==> config.mk <==
export PLATFORM = sky130hd
export DESIGN_NAME = lsu_ctrl
export DESIGN_NICKNAME = d
export VERILOG_FILES = /design/src/rtl/lsu_pkg.sv /design/src/rtl/lsu_align.sv /design/src/rtl/lsu_ctrl.sv
export SDC_FILE = /design/constraint.sdc
export NUM_CORES = 1
export LEC_CHECK = 0
export ABC_AREA = 1
export CORE_MARGIN = 10
export CORE_UTILIZATION = 46
export DETAILED_ROUTE_END_ITERATION = 8
export PLACE_DENSITY_LB_ADDON = 0.05
export SETUP_SLACK_MARGIN = 0.5
export SLEW_MARGIN = 10
export SYNTH_ARGS = -nofsm -noshare
export SYNTH_HDL_FRONTEND = slang
export SYNTH_SLANG_ARGS = --single-unit
==> constraint.sdc <==
create_clock -name clk -period 3.98 [get_ports clk]
set_clock_uncertainty 0.2 [all_clocks]
set_input_delay 0.796 -clock clk [delete_from_list [all_inputs] [get_ports clk]]
set_output_delay 0.796 -clock clk [all_outputs]
set_load 0.005 [all_outputs]
==> src/rtl/lsu_pkg.sv <==
// Shared definitions for the load/store unit: op bit positions, FSM encoding, lane masks and op decode.
// Optional feature macro: LSU_MISALIGN_SPLIT_EN (split misaligned half/word ops into two accesses).
package lsu_pkg;

  localparam int unsigned WAIT_W = 4;

  localparam int unsigned OP_LB  = 7;
  localparam int unsigned OP_LH  = 6;
  localparam int unsigned OP_LW  = 5;
  localparam int unsigned OP_LBU = 4;
  localparam int unsigned OP_LHU = 3;
  localparam int unsigned OP_SB  = 2;
  localparam int unsigned OP_SH  = 1;
  localparam int unsigned OP_SW  = 0;

  typedef enum logic [1:0] {
    ST_IDLE = 2'd0,
    ST_ACC0 = 2'd1,
    ST_ACC1 = 2'd2,
    ST_RESP = 2'd3
  } state_e;

  localparam logic [3:0] BE_NONE = 4'h0;
  localparam logic [3:0] BE_LO   = 4'h3;
  localparam logic [3:0] BE_HI   = 4'hC;
  localparam logic [3:0] BE_ALL  = 4'hF;

  function automatic logic op_is_load(input logic [7:0] op);
    return op[OP_LB] | op[OP_LH] | op[OP_LW] | op[OP_LBU] | op[OP_LHU];
  endfunction

  function automatic logic op_is_store(input logic [7:0] op);
    return op[OP_SB] | op[OP_SH] | op[OP_SW];
  endfunction

  function automatic logic op_is_byte(input logic [7:0] op);
    return op[OP_LB] | op[OP_LBU] | op[OP_SB];
  endfunction

  function automatic logic op_is_half(input logic [7:0] op);
    return op[OP_LH] | op[OP_LHU] | op[OP_SH];
  endfunction

  function automatic logic op_is_word(input logic [7:0] op);
    return op[OP_LW] | op[OP_SW];
  endfunction

  function automatic logic op_is_onehot(input logic [7:0] op);
    return (op != 8'd0) && ((op & (op - 8'd1)) == 8'd0);
  endfunction

  function automatic logic op_misaligned(input logic [7:0] op, input logic [1:0] off);
    return (op_is_half(op) && off[0]) || (op_is_word(op) && (off != 2'd0));
  endfunction

endpackage

==> src/rtl/lsu_align.sv <==
// Combinational lane steering: store replication and byte enables, load lane select and extension.
// With LSU_MISALIGN_SPLIT_EN, misaligned ops are steered across a two-word window.
module lsu_align
  import lsu_pkg::*;
(
  input  logic [7:0]  op,
  input  logic [1:0]  off,
`ifdef LSU_MISALIGN_SPLIT_EN
  input  logic        acc1,
  input  logic [31:0] lo_word,
`endif
  input  logic [31:0] wdata,
  input  logic [31:0] rdata,
  output logic [3:0]  be,
  output logic [31:0] mem_wdata,
  output logic [31:0] ld_data
);

  logic [31:0] lane_c;
`ifdef LSU_MISALIGN_SPLIT_EN
  logic [7:0]  wide_be;
  logic [63:0] wide_wd;
`endif

  always_comb begin
    be        = BE_NONE;
    mem_wdata = wdata;
    lane_c    = rdata >> {off, 3'b000};
    if (op_is_byte(op)) begin
      be        = 4'(4'b0001 << off);
      mem_wdata = {4{wdata[7:0]}};
    end else if (op_is_half(op)) begin
      be        = off[1] ? BE_HI : BE_LO;
      mem_wdata = {2{wdata[15:0]}};
    end else if (op_is_word(op)) begin
      be        = BE_ALL;
    end
`ifdef LSU_MISALIGN_SPLIT_EN
    // Misaligned ops view {second word, first word} as one 64-bit window.
    wide_be = (op_is_half(op) ? 8'h03 : 8'h0F) << off;
    wide_wd = {32'd0, wdata} << {off, 3'b000};
    if (op_misaligned(op, off)) begin
      be        = acc1 ? wide_be[7:4] : wide_be[3:0];
      mem_wdata = acc1 ? wide_wd[63:32] : wide_wd[31:0];
      lane_c    = 32'({rdata, lo_word} >> {off, 3'b000});
    end
`endif
    ld_data = 32'd0;
    if (op[OP_LB])       ld_data = {{24{lane_c[7]}}, lane_c[7:0]};
    else if (op[OP_LBU]) ld_data = {24'd0, lane_c[7:0]};
    else if (op[OP_LH])  ld_data = {{16{lane_c[15]}}, lane_c[15:0]};
    else if (op[OP_LHU]) ld_data = {16'd0, lane_c[15:0]};
    else if (op[OP_LW])  ld_data = lane_c;
  end

endmodule

==> src/rtl/lsu_ctrl.sv <==
// Sequential load/store unit driving a synchronous SRAM port with WAIT_STATES extra cycles per access.
// Optional LSU_MISALIGN_SPLIT_EN: misaligned half/word ops become two back-to-back word accesses.
module lsu_ctrl
  import lsu_pkg::*;
#(
  parameter int unsigned AW          = 16,
  parameter int unsigned WAIT_STATES = 0
) (
  input  logic          clk,
  input  logic          rst,
  input  logic          req_valid,
  output logic          req_ready,
  input  logic [7:0]    req_op,
  input  logic [31:0]   req_addr,
  input  logic [31:0]   req_wdata,
  output logic          resp_valid,
  output logic [31:0]   resp_rdata,
  output logic          resp_err,
  output logic          mem_oe,
  output logic          mem_we,
  output logic [3:0]    mem_be,
  output logic [AW-1:0] mem_addr,
  output logic [31:0]   mem_wdata,
  input  logic [31:0]   mem_rdata,
  input  logic          dbg_oe,
  input  logic          dbg_we,
  input  logic [AW-1:0] dbg_addr,
  input  logic [31:0]   dbg_wdata
);

  localparam logic [WAIT_W-1:0] WAIT_LAST = WAIT_W'(WAIT_STATES);

  state_e            state_q, state_d;
  logic [WAIT_W-1:0] cnt_q, cnt_d;
  logic [7:0]        op_q, op_d;
  logic [AW+1:0]     addr_q, addr_d;
  logic [31:0]       wdata_q, wdata_d;
  logic [31:0]       rdata_q, rdata_d;
  logic              err_q, err_d;
`ifdef LSU_MISALIGN_SPLIT_EN
  logic [31:0]       lo_q, lo_d;
`endif

  logic              acc_c, acc1_c, last_c;
  logic [3:0]        al_be;
  logic [31:0]       al_wdata, al_ld;
  logic              unused_addr_hi;

  assign unused_addr_hi = ^req_addr[31:AW+2];
  assign acc_c  = (state_q == ST_ACC0) || (state_q == ST_ACC1);
  assign acc1_c = (state_q == ST_ACC1);
  assign last_c = (cnt_q == WAIT_LAST);

  lsu_align u_align (
    .op        (op_q),
    .off       (addr_q[1:0]),
`ifdef LSU_MISALIGN_SPLIT_EN
    .acc1      (acc1_c),
    .lo_word   (lo_q),
`endif
    .wdata     (wdata_q),
    .rdata     (mem_rdata),
    .be        (al_be),
    .mem_wdata (al_wdata),
    .ld_data   (al_ld)
  );

  // Next-state and datapath capture.
  always_comb begin
    state_d = state_q;
    cnt_d   = cnt_q;
    op_d    = op_q;
    addr_d  = addr_q;
    wdata_d = wdata_q;
    rdata_d = rdata_q;
    err_d   = err_q;
`ifdef LSU_MISALIGN_SPLIT_EN
    lo_d    = lo_q;
`endif
    case (state_q)
      ST_IDLE: begin
        if (req_valid) begin
          op_d    = req_op;
          addr_d  = req_addr[AW+1:0];
          wdata_d = req_wdata;
          cnt_d   = '0;
          rdata_d = 32'd0;
          err_d   = 1'b0;
          if (!op_is_onehot(req_op)) begin
            err_d   = 1'b1;
            state_d = ST_RESP;
          end
`ifndef LSU_MISALIGN_SPLIT_EN
          else if (op_misaligned(req_op, req_addr[1:0])) begin
            err_d   = 1'b1;
            state_d = ST_RESP;
          end
`endif
          else begin
            state_d = ST_ACC0;
          end
        end
      end
      ST_ACC0: begin
        if (last_c) begin
          cnt_d = '0;
`ifdef LSU_MISALIGN_SPLIT_EN
          if (op_misaligned(op_q, addr_q[1:0])) begin
            lo_d    = mem_rdata;
            state_d = ST_ACC1;
          end else
`endif
          begin
            rdata_d = al_ld;
            state_d = ST_RESP;
          end
        end else begin
          cnt_d = cnt_q + WAIT_W'(1);
        end
      end
      ST_ACC1: begin
        if (last_c) begin
          cnt_d   = '0;
          rdata_d = al_ld;
          state_d = ST_RESP;
        end else begin
          cnt_d = cnt_q + WAIT_W'(1);
        end
      end
      ST_RESP: state_d = ST_IDLE;
      default: state_d = ST_IDLE;
    endcase
  end

  always_ff @(posedge clk) begin
    if (rst) begin
      state_q <= ST_IDLE;
      cnt_q   <= '0;
      op_q    <= 8'd0;
      addr_q  <= '0;
      wdata_q <= 32'd0;
      rdata_q <= 32'd0;
      err_q   <= 1'b0;
`ifdef LSU_MISALIGN_SPLIT_EN
      lo_q    <= 32'd0;
`endif
    end else begin
      state_q <= state_d;
      cnt_q   <= cnt_d;
      op_q    <= op_d;
      addr_q  <= addr_d;
      wdata_q <= wdata_d;
      rdata_q <= rdata_d;
      err_q   <= err_d;
`ifdef LSU_MISALIGN_SPLIT_EN
      lo_q    <= lo_d;
`endif
    end
  end

  // Reset hands the SRAM port to the debug interface and silences the request side.
  always_comb begin
    req_ready  = 1'b0;
    resp_valid = 1'b0;
    resp_err   = 1'b0;
    resp_rdata = 32'd0;
    mem_oe     = dbg_oe;
    mem_we     = dbg_we;
    mem_be     = BE_ALL;
    mem_addr   = dbg_addr;
    mem_wdata  = dbg_wdata;
    if (!rst) begin
      req_ready  = (state_q == ST_IDLE);
      resp_valid = (state_q == ST_RESP);
      resp_err   = (state_q == ST_RESP) && err_q;
      resp_rdata = (state_q == ST_RESP) ? rdata_q : 32'd0;
      mem_oe     = acc_c && op_is_load(op_q);
      mem_we     = acc_c && op_is_store(op_q);
      mem_be     = acc_c ? al_be : BE_NONE;
      mem_addr   = addr_q[AW+1:2] + AW'(acc1_c);
      mem_wdata  = al_wdata;
    end
  end

endmodule

Word level (Yosys, flattened, before mapping). Cells that the tools add are included.

ROM bits: 0. Bits in registers: 97. Input port bits: 157. RAM bits: 0. Latch bits: 0. Output and inout port bits: 89. Memories: 0. Word-level logic and storage cells: 86.

Shifts and indexed selects: 2. Equal/unequal tests: 5. Muxes and demuxes: 35. Reductions and logical operators: 19. $add $sub $neg: 3. Multiply operators: 0. Order comparisons: 0. Bitwise logic cells: 15. Divide/modulo/power cells: 0.

Operator list (number): 32-bit 2-to-1 mux (12); 32-bit case mux with 2 select lines (1); 4-bit 2-to-1 mux (8); 32-bit by 5-bit right shift with 32-bit output (1); 16-bit by 1-bit adder with 16-bit output (1); 16-bit 2-to-1 mux (1); 1-bit OR (14); 8-bit bitwise AND (1); 8-bit zero test (1); 2-bit 2-to-1 mux (4); 4-bit case mux with 2 select lines (1); 8-bit nonzero test (1); 8-bit by 1-bit subtractor with 8-bit output, second input constant (1); 1-bit 2-to-1 mux (7); 1-bit logical AND (6); 2-bit case mux with 3 select lines (1); 2-bit AND reduction (3); 4-bit by 1-bit adder with 4-bit output, second input constant (1); 2-bit == test, second input constant (2); 4-bit zero test (1); 2-bit nonzero test (2); 1-bit by 2-bit << shifter with 4-bit output, first input constant (1); 3-bit AND reduction (1); 2-bit by 1-bit == test with 1-bit output, second input constant (1); 5 further kinds (6).

Logic depth before layout (Yosys ltp).
Depth after elaboration: 8. Depth in mapped cells: 12. Mapped depth without buffers: 12.

Modules after synthesis. A second synthesis with hierarchy kept.

Cells, all modules: 1027. Area, all modules: 6416.2 µm².

Modules (own cells, without submodules): lsu_ctrl (area an instance 5014.8 µm², sequential area each 1941.9 µm², instances 1, cells an instance 732); lsu_align (area an instance 1401.3 µm², sequential area each 0.0 µm², instances 1, cells an instance 295).

Worst setup path before layout. OpenSTA, ideal clock, no wires.

Path type: flip-flop to output port. From: register state_q[0]. To: output mem_addr[12]. Data arrival time: 1.679 ns. Data required time: 2.984 ns. Stages on the path, launching flop included: 13. Path slack: 1.305 ns. Buffers on the path: 0. Path through: dfxtp_1 -> inv_1 -> ha_1 -> ha_1 -> ha_1 -> nand2_1 -> nor2_1 -> nand3_1 -> nor2_2 -> nand2_1 -> o21ai_1 -> nand3_1 -> nand2_1.

Word-level cells in the longest chain between the ends: 3.

Ends and longest elaborated chain: start, declared (RTL line lsu_ctrl.sv:33) `state_e state_q, state_d;`; start signal, assigned (RTL line lsu_ctrl.sv:148) `state_q <= state_d;`; 2-bit == test (RTL line lsu_ctrl.sv:51) `assign acc1_c = (state_q == ST_ACC1);`; 16-bit by 1-bit adder with 16-bit output (RTL line lsu_ctrl.sv:180) `mem_addr = addr_q[AW+1:2] + AW'(acc1_c);`; 16-bit 2-to-1 mux (RTL line lsu_ctrl.sv:172) `if (!rst) begin`; end, declared (RTL line lsu_ctrl.sv:22) `output logic [AW-1:0] mem_addr,`.

No other way between the ends.

Final worst setup path.
From: register state_q[0]. To: output mem_addr[13].

The elaborated chain is that of the path after synthesis.

==> results.md <==
- Setup Crit Path Kind: reg2out
- Mean Syn Cell Area: 6.088 sq um
- CTS sink cnt: 97
- Number of synthesized register bits: between 90 and 100
- Async set-reset flop share out of synthesis: 0
- Net Sw Frac: 0.3970
- Fin. max-slew vios: 0
- Bufs and invs on worst path: 2
- Initial antenna violation count: 1
- Initial drt markers: 502
- Hold Crit Start: rdata_q[27]
- Final period util: 0.8477
- FP Rows: 40
- Hold crit path type: reg2reg
- Pwr per Cell Area: 489.6 mW/mm^2
- WP data required: between 2 and 3 ns
- Cell Area, Synth: 0.005698 sq mm
- Ports: 246
- Tot Pwr: around 4.2 mW
- Die Ht: 131.3 um
- Drc violations: 0
- Share of layout cells above drive strength 1: 0.05826
- Vias/cell: 5.001
- TNS Setup: 0 ns
- Unrepaired setup endpoints after global routing: yes
- Clock power share: 0.211
- Post-Syn Instances: 936
- Final Core Density: 0.7061
- TritonCTS Buffers: 9
- Period minus WS final: about 3.4 ns
- Chip Width: 131.3 um
- Worst-skew pair later-pin latency: 0.35 ns
- Largest net degree at the start of global routing: 81
- Share of the synthesized area in the top cell type: 0.3408
- Fill count: 1075
- R2r setup slk: 1.70 ns
- Total gr overflow: 0
- Vias in the first global route: approximately 6300
- Family with the most delay on the worst path: simple AND/OR/NAND/NOR gates
- Final hold violation count: 0
- H-tree lvl count: 3
- Gate power share: 0.455
- Worst Setup End Kind: output port
- Reg2reg start: addr_q[0]
- Leak pwr: ~3.5 nW
- Via count: 6596
- Clk slew on worst S/H paths: ~0.07 ns
- Psw: 1.655 mW
- Final setup viols: 0
- Gr usage total: 0.2194
- MaxCap Viol Count: 0
- CTS tree: yes
- Pre-antenna DRT Iters: 5
- Number of synthesis warnings: 0
- Crit path arrival time: 2.38 ns
- Synth cell types: 34
- Run status: completed
- Int Power: about 2.5 mW
- Drt wl/cell: 14.98 um
- Final cell count without fillers: 1319
- # hold bufs at CTS: 0
- Final HPWL DP: 15250 um
- Worst slew pin tran: 1.106 ns
- Port bufs: 231
- Seq pwr share: 0.334
- Min Hold Slack: 0.2518 ns
- Max Fclk: 296.4 MHz
- Root Buffer: clkbuf_16
- CORE AREA: about 0.012 sq mm
- Top FF cell, synth: dfxtp_1
- Net Count, Synth: 1101
- Startpoint type of the worst setup path: flop
- Max IR drop VDD: 0.2393 mV
- Slew HR: 0.2568
- R2R depth: 10
- Detail Route Antenna Nets: 0
- Area Growth Syn to Fin: 49.47%
- Sequential area share after synthesis: 0.3408
- Critical path's slowest cell: clkdlybuf4s50_1
- # nets final: 1310
- CP cell instances: inv_2 -> ha_4 -> ha_4 -> nand3_4 -> nor2_4 -> nand2_2 -> nor2_4 -> nand2_2 -> o21ai_2 -> nand3_1 -> nand2_1 -> clkdlybuf4s50_1
- Drt total wl: a little under 20000 um
- Top cells by area, synth: dfxtp_1 34%, nand2_1 15%, nor2_1 11%
- R2r endpoint: rdata_q[24]
- Initial core utilization: 0.4724
- Synth area leader: dfxtp_1
- Full die area: roughly 0.017 sq mm
- Clock Path Buffers: 2
- Hold EP: rdata_q[27]
- Post-synth EDFFs: 0
- Placed Cells: 1297
- FF/Latch Area: roughly 0.002 sq mm
- Multi-input gate area: 0.003247 sq mm
- CP Max Fanout: 4
- Max incr delay on CP: 0.49 ns
- Hold depth: 2
- Global-route wire length before repair: 31600 um
- Routability Congestion: 0.9186
## power by group through the flow
| stage | clock (mW) | combinational [mW] | sequential [mW] |
|---|---|---|---|
| floorplan | 0 | 1.19 | 1.34 |
| global placement | 0 | 1.83 | 1.40 |
| detailed placement | 0 | 1.85 | 1.40 |
| CTS | 0.890 | 1.86 | 1.38 |
| global route | 0.928 | 2.14 | 1.42 |
| finish | 0.878 | 1.90 | 1.39 |
## kinds of logic (layout without fill, tap and decap cells)
kind of cell               after synthesis  in the layout  share of synthesized area
xor gates and xnor gates                 6              6                   0.009223
DFF                                     97             97                     0.3408
and+or+nand+nor                        444            444                     0.3085
adders and majority gates                8              8                    0.01757
AOI/OAI and AO/OA                      237            237                     0.2194
buffers and inverters                  143            357                     0.1028
muxes                                    1              1                   0.001757
other                                    0              1                          0
## worst max-delay path by stage
stage / slack (ns) / to / startpoint / cells after the start
floorplan: 1.31 / mem_addr[12] / state_q[0] / 12
global placement: 0.59 / mem_addr[12] / state_q[0] / 13
detailed placement: 0.58 / mem_addr[12] / state_q[0] / 13
CTS: 0.37 / mem_addr[13] / state_q[0] / 12
global route: 0.47 / mem_addr[13] / state_q[0] / 12
finish: 0.61 / mem_addr[13] / state_q[0] / 12
## cells in the mapped netlist, drive strengths merged, types with 4 or more instances
cell,n
a21oi,96
buf,23
clkbuf,30
dfxtp,97
nor2,169
nand4,4
o21ai,106
ha,8
inv,89
nor3,7
a31oi,4
a22oi,7
nand3,26
xor2,5
nand2,237
o22ai,16
o211ai,6
## worst min-delay path, delay by kind of cell (launching register included)
family | cells | cell delay, ns
flops | 1 | 0.31
simple gates | 2 | 0.10
## through the flow
step	cell area [sq um]	worst slack (ns)
final	8517	0.6061
after global routing	8517	0.4656
after CTS	8429	0.3670
after detailed placement	8095	0.5758
after global placement	8095	0.5894
after floorplan	5698	1.305
## repair_timing
action / in CTS / in global routing
endpoints found under the hold margin: 0 / 0
endpoints found under the setup margin: 32 / 31
buffers inserted: 3 / 2
pin swaps: 3 / 6
gates resized for setup: 19 / 17
## layout by cell type (no fill, tap or decap), drive strengths merged, types with 11 or more instances in the layout
master           n
a21oi           96
nand3           26
inv             92
dfxtp           97
clkdlybuf4s50  222
o21ai          106
o22ai           16
buf             21
clkbuf          11
nor2           169
nand2          237
## registers in the layout, summed over array words and instances, names as in the netlist
signal   flops
rdata_q     32
wdata_q     32
addr_q      18
op_q         8
cnt_q        4
state_q      2
err_q        1
## routing by layer
metal / GRT usage / wire length (um) / up-vias
met5: 0 / 0 / -
met4: 0.07726 / 467 / 0
met3: 0.07546 / 1610 / 34
met2: 0.3694 / 9245 / 226
met1: 0.2527 / 8438 / 2910
li1: - / - / 3426
## area by class of cell
cell class,instances,share of cell area
diodes,1,0.0002938
clock buffers,10,0.02688
repair buffers,251,0.2907
well taps,168,0.02468
multi-input cells,696,0.3812
inverters,90,0.04025
flip-flops and latches,97,0.2283
clock inverters,6,0.007639
Note: power is estimated with default switching activity, not from simulation.
